File: src/rtl/sigdelt_pkg.sv
// Shared constants and types for the sigma-delta CIC demodulator.
// SIGDELT_DEMOD_SINC3_EN selects a sinc3 filter; otherwise sinc2.
package sigdelt_pkg;

  localparam int DATA_W_DEF   = 16;
  localparam int DEC_LOG2_DEF = 8;

`ifdef SIGDELT_DEMOD_SINC3_EN
  localparam int CIC_N = 3;
`else
  localparam int CIC_N = 2;
`endif

  typedef enum logic {
    ST_FILL,
    ST_RUN
  } demod_st_e;

endpackage

File: src/rtl/cic_comb_stage.sv
// One CIC comb (differentiator) stage: y = x - x_prev, where x_prev is
// the input captured on the previous enabled decimation event.
module cic_comb_stage #(
  parameter int W = 17
) (
  input  logic         clk_i,
  input  logic         rst_i,
  input  logic         en_i,
  input  logic [W-1:0] x_i,
  output logic [W-1:0] y_o
);

  logic [W-1:0] dly_q;

  always_ff @(posedge clk_i) begin
    if (rst_i)     dly_q <= '0;
    else if (en_i) dly_q <= x_i;
  end

  // Modulo subtraction undoes any wrap in the upstream integrators.
  assign y_o = x_i - dly_q;

endmodule

File: src/rtl/sigdelt_demod.sv
// Sigma-delta bitstream demodulator: N-stage CIC decimator by 2^DEC_LOG2.
// Filter order set by SIGDELT_DEMOD_SINC3_EN (sinc3) or default sinc2.
module sigdelt_demod
  import sigdelt_pkg::*;
#(
  parameter int DATA_W   = DATA_W_DEF,
  parameter int DEC_LOG2 = DEC_LOG2_DEF
) (
  input  logic              demod_clk,
  input  logic              demod_rst,
  input  logic              demod_din,
  input  logic              din_en,
  output logic [DATA_W-1:0] dout,
  output logic              dout_valid,
  input  logic              dout_ready,
  output logic              dout_ovr
);

  localparam int ACC_W  = CIC_N * DEC_LOG2 + 1;
  localparam int SHIFT  = (CIC_N * DEC_LOG2 >= DATA_W) ? CIC_N * DEC_LOG2 - DATA_W : 0;
  localparam int FILL_W = $clog2(CIC_N + 1);

  if (CIC_N * DEC_LOG2 < DATA_W) begin : g_width_chk
    $error("sigdelt_demod: CIC gain narrower than DATA_W");
  end

  logic [CIC_N-1:0][ACC_W-1:0] integ_q, integ_d, integ_sum;
  logic [DEC_LOG2-1:0]         cnt_q, cnt_d;
  demod_st_e                   state_q, state_d;
  logic [FILL_W-1:0]           fill_q, fill_d;
  logic [DATA_W-1:0]           dout_q, dout_d;
  logic                        vld_q, vld_d;
  logic                        ovr_q, ovr_d;
  logic [CIC_N:0][ACC_W-1:0]   comb_c;
  logic                        dec_ev;
  logic [DATA_W-1:0]           samp;

  // Integrators see the current bit combinationally so the comb chain
  // samples the sum that includes the R-th bit of the period.
  always_comb begin
    integ_sum[0] = integ_q[0] + ACC_W'(demod_din);
    for (int k = 1; k < CIC_N; k++) integ_sum[k] = integ_q[k] + integ_sum[k-1];
    integ_d = din_en ? integ_sum : integ_q;
  end

  assign dec_ev    = din_en && (cnt_q == '1);
  assign comb_c[0] = integ_sum[CIC_N-1];

  for (genvar k = 0; k < CIC_N; k++) begin : g_comb
    cic_comb_stage #(.W(ACC_W)) u_comb (
      .clk_i (demod_clk),
      .rst_i (demod_rst),
      .en_i  (dec_ev),
      .x_i   (comb_c[k]),
      .y_o   (comb_c[k+1])
    );
  end

  // Full-scale result is exactly 2^(ACC_W-1): the only value with the MSB set.
  assign samp = comb_c[CIC_N][ACC_W-1] ? '1 : comb_c[CIC_N][SHIFT +: DATA_W];

  always_comb begin
    cnt_d   = din_en ? cnt_q + DEC_LOG2'(1) : cnt_q;
    state_d = state_q;
    fill_d  = fill_q;
    dout_d  = dout_q;
    vld_d   = vld_q;
    ovr_d   = ovr_q;
    if (dec_ev && state_q == ST_FILL) begin
      fill_d = fill_q + FILL_W'(1);
      if (fill_q == FILL_W'(CIC_N - 1)) state_d = ST_RUN;
    end
    if (vld_q && dout_ready) vld_d = 1'b0;
    if (dec_ev && state_q == ST_RUN) begin
      if (vld_q && !dout_ready) begin
        ovr_d = 1'b1;
      end else begin
        dout_d = samp;
        vld_d  = 1'b1;
      end
    end
  end

  always_ff @(posedge demod_clk) begin
    if (demod_rst) begin
      integ_q <= '0;
      cnt_q   <= '0;
      state_q <= ST_FILL;
      fill_q  <= '0;
      dout_q  <= '0;
      vld_q   <= 1'b0;
      ovr_q   <= 1'b0;
    end else begin
      integ_q <= integ_d;
      cnt_q   <= cnt_d;
      state_q <= state_d;
      fill_q  <= fill_d;
      dout_q  <= dout_d;
      vld_q   <= vld_d;
      ovr_q   <= ovr_d;
    end
  end

  assign dout       = dout_q;
  assign dout_valid = vld_q;
  assign dout_ovr   = ovr_q;

endmodule

File: config.mk
export PLATFORM = sky130hd
export DESIGN_NAME = sigdelt_demod
export DESIGN_NICKNAME = d
export VERILOG_FILES = /design/src/rtl/sigdelt_pkg.sv /design/src/rtl/cic_comb_stage.sv /design/src/rtl/sigdelt_demod.sv
export SDC_FILE = /design/constraint.sdc
export NUM_CORES = 1
export LEC_CHECK = 0
export CAP_MARGIN = 0
export CORE_UTILIZATION = 40
export CTS_BUF_LIST = sky130_fd_sc_hd__clkbuf_4 sky130_fd_sc_hd__clkbuf_8
export DETAILED_ROUTE_END_ITERATION = 12
export HOLD_SLACK_MARGIN = 0.03
export PLACE_DENSITY = 0.61
export SLEW_MARGIN = 20
export SYNTH_ARGS = -nofsm -noshare
export SYNTH_HDL_FRONTEND = slang
export SYNTH_SLANG_ARGS = --single-unit
export TNS_END_PERCENT = 5
File: constraint.sdc
create_clock -name demod_clk -period 5.9 [get_ports demod_clk]
set_clock_uncertainty 0.05 [all_clocks]
set_input_delay 0.59 -clock demod_clk [delete_from_list [all_inputs] [get_ports demod_clk]]
set_output_delay 0.59 -clock demod_clk [all_outputs]
set_load 0.02 [all_outputs]
==> results of run 1 <==
cells in the mapped netlist, types with 9 or more instances:
| cell | count | area (sq um) |
|---|---|---|
| nor2_1 | 102 | 382.9 |
| mux2i_1 | 17 | 170.2 |
| inv_1 | 47 | 176.4 |
| nand2_1 | 74 | 277.8 |
| a211oi_1 | 11 | 82.58 |
| nor3_1 | 17 | 85.08 |
| nand3_1 | 12 | 60.06 |
| o21ai_0 | 17 | 85.08 |
| clkbuf_1 | 25 | 93.84 |
| dfxtp_1 | 97 | 1942 |
| xnor2_1 | 29 | 254.0 |
| xor2_1 | 46 | 402.9 |
| a311oi_2 | 9 | 135.1 |
| o21a_1 | 10 | 75.07 |
| a21oi_1 | 49 | 245.2 |
| a21o_1 | 13 | 97.59 |
| ha_1 | 54 | 675.7 |
| and3_1 | 11 | 68.82 |
stage by stage:
| step | setup TNS (ns) | hold WS (ns) | setup WS [ns] |
|---|---|---|---|
| 3_3_place_gp | -8.651 | 0.3916 | -0.5509 |
| 2_1_floorplan | 0 | 0.3863 | 0.005825 |
| 6_report | 0 | 0.4064 | 0.4321 |
| 5_1_grt | 0 | 0.4321 | 0.1717 |
| 4_1_cts | -0.006040 | 0.4117 | -0.006040 |
| 3_5_place_dp | -11.67 | 0.3968 | -0.7502 |
final cells by class:
cell class / instances / area share (%)
Inverter: 47 / 2.160
Tap cell: 211 / 3.232
Multi-Input combinational cell: 572 / 53.47
Clock buffer: 9 / 1.516
Timing Repair Buffer: 151 / 14.69
Clock inverter: 7 / 1.164
Sequential cell: 97 / 23.77
final timing paths:
| path | to | slack (ns) | cells after the start |
|---|---|---|---|
| worst max-delay path | dout[15] | 0.43 | 27 |
| worst min register to register | g_comb[0].u_comb.dly_q[5] | 0.41 | 2 |
| worst max register to register | dout[15] | 0.47 | 25 |
| worst min-delay path | g_comb[0].u_comb.dly_q[5] | 0.41 | 2 |
worst min-delay path, delay by kind of cell (launching register included):
kind               cells  cell delay, ns
DFF                    1            0.32
and+or+nand+nor        1            0.05
AOI/OAI and AO/OA      1            0.05
routing by layer:
layer	track usage [%]	part of all wire [%]
met5	0	0
met2	34.26	52
met3	2.429	1.9
met1	20.04	44
met4	7.913	2.6
kinds of logic (layout without fill, tap and decap cells):
kind of cell    Yosys count  count (layout)  share of synthesized area [%]
compound gates          158             158                          18.40
xor+xnor                 79              80                          11.98
simple gates            260             260                          19.08
fa+ha+maj                57              57                          11.76
buf+inv                  78             214                          5.001
flops                    97              97                          31.05
mux                      17              17                          2.720
power by group through the flow:
stage	sequential, mW	combinational [mW]	clock (mW)
after floorplan	0.678	0.395	0
after global placement	0.679	0.523	0
after detailed placement	0.679	0.539	0
after CTS	0.664	0.606	0.509
after global routing	0.666	0.702	0.530
final	0.664	0.642	0.487
repair_timing:
action,4_1_cts,5_1_grt
hold buffers,0,0
buffers inserted,6,7
gates resized for setup,13,53
setup endpoints to repair,16,16
cloned,1,0
pin swaps,11,39
cell usage in the layout (no fill, tap or decap), types with 9 or more instances in the layout:
| master | synthesis | final |
|---|---|---|
| buf_4 | 1 | 128 |
| nor2_1 | 102 | 99 |
| dfxtp_1 | 97 | 97 |
| nand2_1 | 74 | 73 |
| inv_1 | 47 | 47 |
| ha_1 | 54 | 47 |
| a21oi_1 | 49 | 45 |
| xor2_1 | 46 | 45 |
| xnor2_1 | 29 | 19 |
| clkdlybuf4s50_1 | 0 | 19 |
| mux2i_1 | 17 | 17 |
| nor3_1 | 17 | 16 |
| a21o_1 | 13 | 13 |
| xnor2_2 | 1 | 11 |
| nand3_1 | 12 | 11 |
| o21a_1 | 10 | 10 |
| o21ai_0 | 17 | 10 |
| a211oi_1 | 11 | 10 |
| a311oi_2 | 9 | 10 |
| clkbuf_8 | 0 | 9 |
sequential cells by signal (all words and copies together), names as in the netlist:
name	flops
cnt_q	8
state_q	1
g_comb.u_comb.dly_q	34
integ_q	34
dout	16
dout_valid	1
dout_ovr	1
fill_q	2
==> run_results.csv, run 1 <==
group,metric,value,unit
setup_path,slowest_delay,0.37,ns
power_and_ir_drop,power_frac_comb,35.8,%
power_and_ir_drop,pwr-share-clk,27.1,%
flow_run,cap_violations,0,
finish,fillerInstances,1388,
setup_path,crit_type,"input port to register",
sta,final_max_slew_viol_count,0,
finish,final_util,53.54,%
worst_hold_path,hp-class,"register to register",
setup_path,cp-startpoint,"demod_din",
setup_path,cp_common_cell,"o21ai_1",
synth,synth-edff-count,0,
synth,synthesis.nets,808,
sta,fin_crit,5.468,ns
power_and_ir_drop,swShare,32.16,%
setup_path,critPathBufInv,4,
sta,hold_viol,0,
worst_hold_path,hold_start,"g_comb[0].u_comb.dly_q[5]",
setup_path,rr_startpoint,"integ_q[0]",
finish,syn2layout_area_growth,30.61,%
sta,rsz0062_at_grt,"no",
finish,diodes,0,
route,drtIter0Drc,188,
route,antenna_left,0,
setup_path,start_kind,"input port",
global_route,grt_max_degree,69,
cts,cts_made_buffers,9,
global_route,antenna_found_initial,0,
placement,io_buffers,22,
synth,syn_area_per_cell,8.384,sq um
placement,dp_cells,1066,
power_and_ir_drop,intPower,1.217,mW
route,vias,5451,
setup_path,critPathMaxFanout,8,
route,wl,13830,microns
route,drc_errors,0,
power_and_ir_drop,ir_drop,0.0001232,V
synth,synth_ff_type,"dfxtp_1",
synth,yosys_warnings,0,
sta,worst_pin_slew,0.7617,ns
power_and_ir_drop,p_sw,576.6,uW
synth,netlist_instances,746,
placement,place.gp.congestion,0.8084,
sta,finalSetupViolCount,0,
floorplanning,initial_utilization,40.99,%
route,first_pass_iters,4,
sta,maxSlewHeadroom,49.22,%
global_route,gr-total-overflow,0,
synth,synth_area,0.006255,sq mm
cts,cts_max_path_buffers,2,
floorplanning,die-area,0.01614,sq mm
finish,seq_area,0.001942,sq mm
cts,htreeDepth,3,
sta,max_freq,0.1829,GHz
setup_path,crit_slowest_cell,"a2111oi_4",
setup_path,cp.required,6.14,ns
route,wire_per_inst,12.64,microns
synth,synth-async-reset-ratio,0,%
setup_path,end_kind,"register",
sta,layout_worst_path_cycle_share,92.68,%
finish,final_cell_area,0.008169,sq mm
route,viasPerCell,4.983,
placement,placed_cell_area,0.007505,sq mm
setup_path,critPathTopFamily,"compound AO/OA/AOI/OAI gates",
placement,dpl.hpwl,9916,microns
floorplanning,rows,45,
synth,yosysUniqueCellTypes,68,
power_and_ir_drop,pwr-share-seq,37.0,%
cts,clkLatencyLatePin,0.38,ns
global_route,grt_pass1_wl,23740,microns
cts,clock-sinks,97,
global_route,grt_use_total,18.06,%
setup_path,crit_arrival,5.71,ns
power_and_ir_drop,powerDensity,219.5,mW/mm^2
run_status,status,"finished clean",
cts,cts_tree,"yes",
power_and_ir_drop,power_leakage,3.526,nW
finish,layout.cells.non_filler,1094,
power_and_ir_drop,p_total,1.793,mW
cts,path_clk_slew,0.10,ns
finish,nets,940,
synth,ys_seq_area_share,31.05,%
synth,synth_seq_cells,97,
global_route,first_global_vias,5468,
finish,layout-drive-gt1-share,25.59,%
floorplanning,die_h,127.0,microns
floorplanning,ioPinCount,23,
floorplanning,core_region_area,0.01526,sq mm
floorplanning,die_w,127.0,microns
finish,multi_input_area,0.004368,sq mm
cts,clock-root-buffer,"clkbuf_8",
Power figures use the tool's default switching activity.
==> inputs of run 2 (changes only) <==
==> constraint.sdc (replaced) <==
create_clock -name demod_clk -period 4.94 [get_ports demod_clk]
set_clock_uncertainty 0.05 [all_clocks]
set_input_delay 0.494 -clock demod_clk [delete_from_list [all_inputs] [get_ports demod_clk]]
set_output_delay 0.494 -clock demod_clk [all_outputs]
set_load 0.02 [all_outputs]
==> run 2 against run 1 <==
The run now ends with negative setup slack left. Non-clock buffer count is 15 higher. Sequential share of layout area is 0.12 points lower. Core utilization is 0.30 points higher. Critical endpoint is now dout[3]. Largest cell class unchanged. Largest power group is now combinational logic.
==> run_results.csv, run 2 (same netlist as run 1, synthesis figures left out) <==
group,metric,value,unit
route,drtIter0Drc,306,
run_status,status,"complete, but fails checks",
finish,fillerInstances,1401,
finish,layout_commonest_cell,"buf_4",
sta,max_freq,0.1836,GHz
floorplanning,core_region_area,0.01526,sq mm
global_route,gr-total-overflow,0,
placement,dpl.hpwl,10290,microns
run_status,violations,"negative setup slack",
global_route,grt_pass1_wl,24340,microns
cts,clock-sinks,97,
setup_path,critPathTopFamily,"compound AO/OA/AOI/OAI gates",
setup_path,critPathMaxFanout,8,
setup_path,end_kind,"register",
global_route,grt_use_total,18.56,%
floorplanning,initial_utilization,40.99,%
floorplanning,die_h,127.0,microns
sta,post-route-worst-setup-slack,-0.5071,ns
floorplanning,die-area,0.01614,sq mm
sta,final_max_slew_viol_count,0,
route,viasPerCell,4.993,
power_and_ir_drop,power_frac_comb,39.2,%
cts,cts_max_path_buffers,2,
finish,layout_common_cells,"141 x buf_4, 99 x nor2_1, 96 x dfxtp_1, 74 x nand2_1, 47 x inv_1",
route,first_pass_iters,4,
sta,layout_worst_path_cycle_share,110.3,%
power_and_ir_drop,pwr-share-clk,22.3,%
sta,maxSlewHeadroom,42.32,%
route,drc_errors,0,
cts,htreeDepth,3,
cts,clock-root-buffer,"clkbuf_8",
sta,hold_viol,0,
cts,cts_tree,"yes",
power_and_ir_drop,ir_drop,0.0001545,V
cts,cts_made_buffers,9,
route,wl,14130,microns
sta,finalSetupViolCount,16,
global_route,antenna_found_initial,0,
setup_path,cp_common_cell,"ha_4",
placement,io_buffers,22,
setup_path,start_kind,"register",
power_and_ir_drop,power_leakage,3.540,nW
cts,path_clk_slew,0.09,ns
setup_path,crit_type,"register to register",
power_and_ir_drop,swShare,32.70,%
power_and_ir_drop,p_total,2.063,mW
setup_path,slowest_delay,0.44,ns
floorplanning,rows,45,
setup_path,critPathBufInv,2,
finish,syn2layout_area_growth,31.35,%
finish,layout-drive-gt1-share,26.26,%
cts,clkLatencyLatePin,0.37,ns
placement,place_ws,-1.234,ns
worst_hold_path,hp-class,"register to register",
flow_run,cap_violations,0,
setup_path,crit_arrival,5.68,ns
power_and_ir_drop,pwr-share-seq,38.5,%
floorplanning,die_w,127.0,microns
global_route,grt_max_degree,109,
global_route,first_global_vias,5601,
sta,fin_crit,5.447,ns
power_and_ir_drop,powerDensity,251.1,mW/mm^2
finish,nets,954,
sta,finalSetupTns,-7.730,ns
sta,worst_pin_slew,0.8653,ns
power_and_ir_drop,intPower,1.388,mW
route,vias,5522,
route,wire_per_inst,12.77,microns
setup_path,crit_slowest_cell,"o41a_1",
sta,rsz0062_at_grt,"yes",
floorplanning,ioPinCount,23,
placement,place.gp.congestion,0.8509,
finish,diodes,0,
power_and_ir_drop,p_sw,674.5,uW
route,antenna_left,0,
setup_path,cp.required,5.17,ns
==> run 2: cell count changes in the layout (fill, tap and decap cells not counted), sizes merged <==
cell / previous run / this run
buf: 131 / 146
bufinv: 2 / 0
clkbuf: 9 / 10
clkdlybuf4s15: 0 / 1
clkinv: 4 / 3
dlymetal6s2s: 1 / 0
xnor2: 32 / 31
==> run 2: path summary, 6_finish.rpt <==
path | start | end | slack, ns | cells past startpoint
max | integ_q[0] | dout[3] | -0.51 | 25
min | g_comb[1].u_comb.dly_q[12] | g_comb[1].u_comb.dly_q[12] | 0.41 | 2
max reg2reg | integ_q[0] | dout[3] | -0.51 | 25
min reg2reg | g_comb[1].u_comb.dly_q[12] | g_comb[1].u_comb.dly_q[12] | 0.41 | 2
==> run 2: worst reg2reg max path, cell delays in order, from the launching register on <==
cell	delay [ns]
dfxtp_2	0.34
ha_4	0.16
ha_4	0.29
ha_4	0.20
a21o_1	0.16
a21oi_2	0.21
buf_4	0.18
xnor2_4	0.13
ha_4	0.22
a21boi_2	0.16
o21ai_2	0.17
a21boi_2	0.08
o21a_1	0.19
or3_4	0.33
and2_4	0.17
ha_4	0.24
a2111oi_4	0.31
o21ai_1	0.13
o211ai_1	0.13
a21oi_1	0.12
o21a_1	0.20
o41a_1	0.44
a31oi_4	0.23
xnor2_4	0.14
buf_12	0.16
a311oi_2	0.21
==> run 2: power groups by stage <==
stage	Combinational [mW]	Clock [mW]	Sequential [mW]
6_report	0.809	0.460	0.794
5_1_grt	0.890	0.504	0.795
4_1_cts	0.781	0.478	0.794
3_5_place_dp	0.717	0	0.811
3_3_place_gp	0.693	0	0.811
2_1_floorplan	0.489	0	0.810
==> run 2: layout make-up <==
type / count / area [sq um] / area share, %
multi-input cells: 571 / 4344 / 52.88
inverters: 47 / 176.4 / 2.147
clock inverters: 4 / 22.52 / 0.2741
repair buffers: 166 / 1334 / 16.24
well taps: 211 / 264.0 / 3.214
clock buffers: 10 / 131.4 / 1.599
flip-flops and latches: 97 / 1943 / 23.65
==> run 2: repair_timing <==
item                                    in CTS  in global routing
endpoints found under the hold margin        0                  0
buffers inserted                             6                  3
endpoints found under the setup margin      17                 17
pin swaps                                   33                 18
hold buffers                                 0                  0
resized for setup                           21                 30
cloned                                       1                  0
==> run 2: through the flow <==
stage / hold slack, ns / instances / area [sq um] / util, %
floorplan: 0.3863 / 746 / 6341 / -
global placement: 0.3921 / 1082 / 7702 / 50.48
detailed placement: 0.3975 / 1082 / 7702 / 50.48
CTS: 0.4104 / 1103 / 8021 / 52.57
global route: 0.4195 / 1106 / 8215 / 53.84
finish: 0.4080 / 1106 / 8215 / 53.84
==> run 2: per-layer routing <==
metal	wire length, microns	part of all wire (%)	vias up	track usage (%)
li1	-	-	2865	-
met1	6346	45	2585	21.08
met2	7252	51	48	34.74
met3	240	1.7	24	2.680
met4	288	2.0	0	7.493
met5	0	0	-	0
==> inputs of run 3 (changes only) <==
--- a/config.mk
+++ b/config.mk
@@ -8,11 +8,12 @@
 export CAP_MARGIN = 0
 export CORE_UTILIZATION = 40
 export CTS_BUF_LIST = sky130_fd_sc_hd__clkbuf_4 sky130_fd_sc_hd__clkbuf_8
+export CTS_CLUSTER_DIAMETER = 50
 export DETAILED_ROUTE_END_ITERATION = 12
 export HOLD_SLACK_MARGIN = 0.03
 export PLACE_DENSITY = 0.61
-export SLEW_MARGIN = 20
+export SLEW_MARGIN = 30
 export SYNTH_ARGS = -nofsm -noshare
 export SYNTH_HDL_FRONTEND = slang
 export SYNTH_SLANG_ARGS = --single-unit
-export TNS_END_PERCENT = 5
+export TNS_END_PERCENT = 10
==> run 3 against run 2 <==
The flow still finishes with violations (negative setup slack). Register-to-register slack better by 0.06 ns. Global-route usage down 0.13 points. Wire length up 1.8%. Die area unchanged. Via count up 0.24%. Sequential power about the same. Maximum frequency up 1.0%. Count of clock-buffer cells in the layout up 3. Sequential share of layout area down 0.42 points. Clock power up 27%. Highest routed layer unchanged.
==> run_results.csv, run 3 (same netlist as run 1, synthesis figures left out) <==
group,metric,value,unit
route,drc_errors,0,
global_route,antenna_found_initial,0,
sta,layout_worst_path_cycle_share,109.1,%
setup_path,ff2ff_setup_slack,-0.45,ns
setup_path,end_kind,"register",
cts,hold_buffers,0,
sta,rsz0062_at_grt,"yes",
floorplanning,die-area,0.01614,sq mm
finish,final_cell_area,0.008364,sq mm
worst_hold_path,hp-class,"register to register",
cts,path_clk_slew,0.10,ns
setup_path,start_kind,"input port",
sta,finalSetupTns,-7.125,ns
finish,final_util,54.82,%
route,antenna_left,0,
route,wl,14380,microns
sta,worst_pin_slew,0.8459,ns
floorplanning,initial_utilization,40.99,%
setup_path,critPathMaxFanout,8,
cts,cts_max_path_buffers,2,
finish,diodes,0,
finish,nets,954,
floorplanning,rows,45,
cts,clock-root-buffer,"clkbuf_8",
route,vias,5535,
floorplanning,die_h,127.0,microns
cts,cts_made_buffers,9,
global_route,first_global_vias,5549,
placement,dpl.hpwl,10260,microns
sta,finalSetupViolCount,16,
floorplanning,die_w,127.0,microns
placement,placed_cell_area,0.007706,sq mm
route,drtIter0Drc,266,
sta,fin_crit,5.391,ns
sta,final_max_slew_viol_count,0,
sta,max_freq,0.1855,GHz
route,viasPerCell,4.995,
cts,cts_tree,"yes",
sta,hold_viol,0,
floorplanning,core_region_area,0.01526,sq mm
run_status,violations,"negative setup slack",
finish,layout.cells.non_filler,1108,
placement,dp_cells,1082,
global_route,grt_pass1_wl,24300,microns
global_route,gr-total-overflow,0,
finish,layout_common_cells,"142 x buf_4, 99 x nor2_1, 96 x dfxtp_1, 74 x nand2_1, 47 x inv_1",
placement,place.gp.congestion,0.8509,
cts,clkLatencyLatePin,0.38,ns
floorplanning,ioPinCount,23,
setup_path,crit_type,"input port to register",
finish,syn2layout_area_growth,33.73,%
finish,layout_commonest_cell,"buf_4",
sta,post-route-worst-setup-slack,-0.4509,ns
setup_path,crit_arrival,5.57,ns
flow_run,cap_violations,0,
placement,io_buffers,22,
global_route,grt_use_total,18.43,%
power_and_ir_drop,powerDensity,260.2,mW/mm^2
route,first_pass_iters,6,
run_status,status,"complete, but fails checks",
power_and_ir_drop,power_leakage,3.579,nW
cts,htreeDepth,3,
global_route,grt_max_degree,109,
finish,layout-drive-gt1-share,27.54,%
power_and_ir_drop,ir_drop,0.0001362,V
route,wire_per_inst,12.98,microns
cts,clock-sinks,97,
setup_path,cp.required,5.12,ns
sta,maxSlewHeadroom,43.60,%
-- run 3: repair_timing --
item,CTS,global route
cloned,1,0
pin swaps,35,42
buffers inserted,6,3
setup endpoints to repair,17,17
resized for setup,23,42
-- run 3: worst paths after layout --
path	startpoint	to	cells after the start
setup / recovery	demod_din	dout[13]	26
hold / removal	g_comb[1].u_comb.dly_q[12]	g_comb[1].u_comb.dly_q[12]	2
setup reg to reg	integ_q[0]	dout[13]	26
hold reg to reg	g_comb[1].u_comb.dly_q[12]	g_comb[1].u_comb.dly_q[12]	2
-- run 3: worst max-delay path: stages --
cell	delay, ns
clkdlybuf4s15_1	0.20
ha_4	0.18
and3_1	0.22
xor2_1	0.18
ha_4	0.33
inv_1	0.09
nor2_1	0.13
nor2_1	0.07
xnor2_1	0.27
ha_1	0.32
o21ai_2	0.10
a21boi_2	0.08
o21a_1	0.18
or3_4	0.38
and2_4	0.17
ha_4	0.22
a2111oi_4	0.31
o21ai_1	0.13
o211ai_1	0.13
a21oi_1	0.11
o21a_1	0.19
o41a_1	0.43
a31oi_4	0.22
xnor2_4	0.19
buf_16	0.17
a311oi_2	0.08
-- run 3: through the flow --
step                setup slack (ns)  power (mW)  hold slack, ns
detailed placement            -1.228       1.528          0.3970
CTS                          -0.5772       2.175          0.4109
global route                 -0.7601       2.302          0.4249
floorplan                    -0.5340       1.298          0.3863
finish                       -0.4509       2.177          0.4076
global placement              -1.138       1.503          0.3921
-- run 3: cell type report --
class | instances | area, sq um
fillers | 1387 | 6894
multi-input cells | 571 | 4425
flip-flops and latches | 97 | 1943
repair buffers | 166 | 1330
well taps | 211 | 264.0
clock buffers | 13 | 178.9
inverters | 47 | 176.4
clock inverters | 3 | 46.29
-- run 3: power by group --
part | switching [mW] | internal [mW]
Combinational | 0.385 | 0.415
Clock | 0.292 | 0.291
Sequential | 0.00660 | 0.788
Total | 0.683 | 1.49
-- run 3: routing by layer --
layer  global-route usage [%]  wire length, microns  vias up
met2                    34.78                  7482       56
met4                    6.232                   240        0
met1                    20.84                  6325     2602
li1                         -                     -     2859
met5                        0                     0        -
met3                    3.183                   331       18
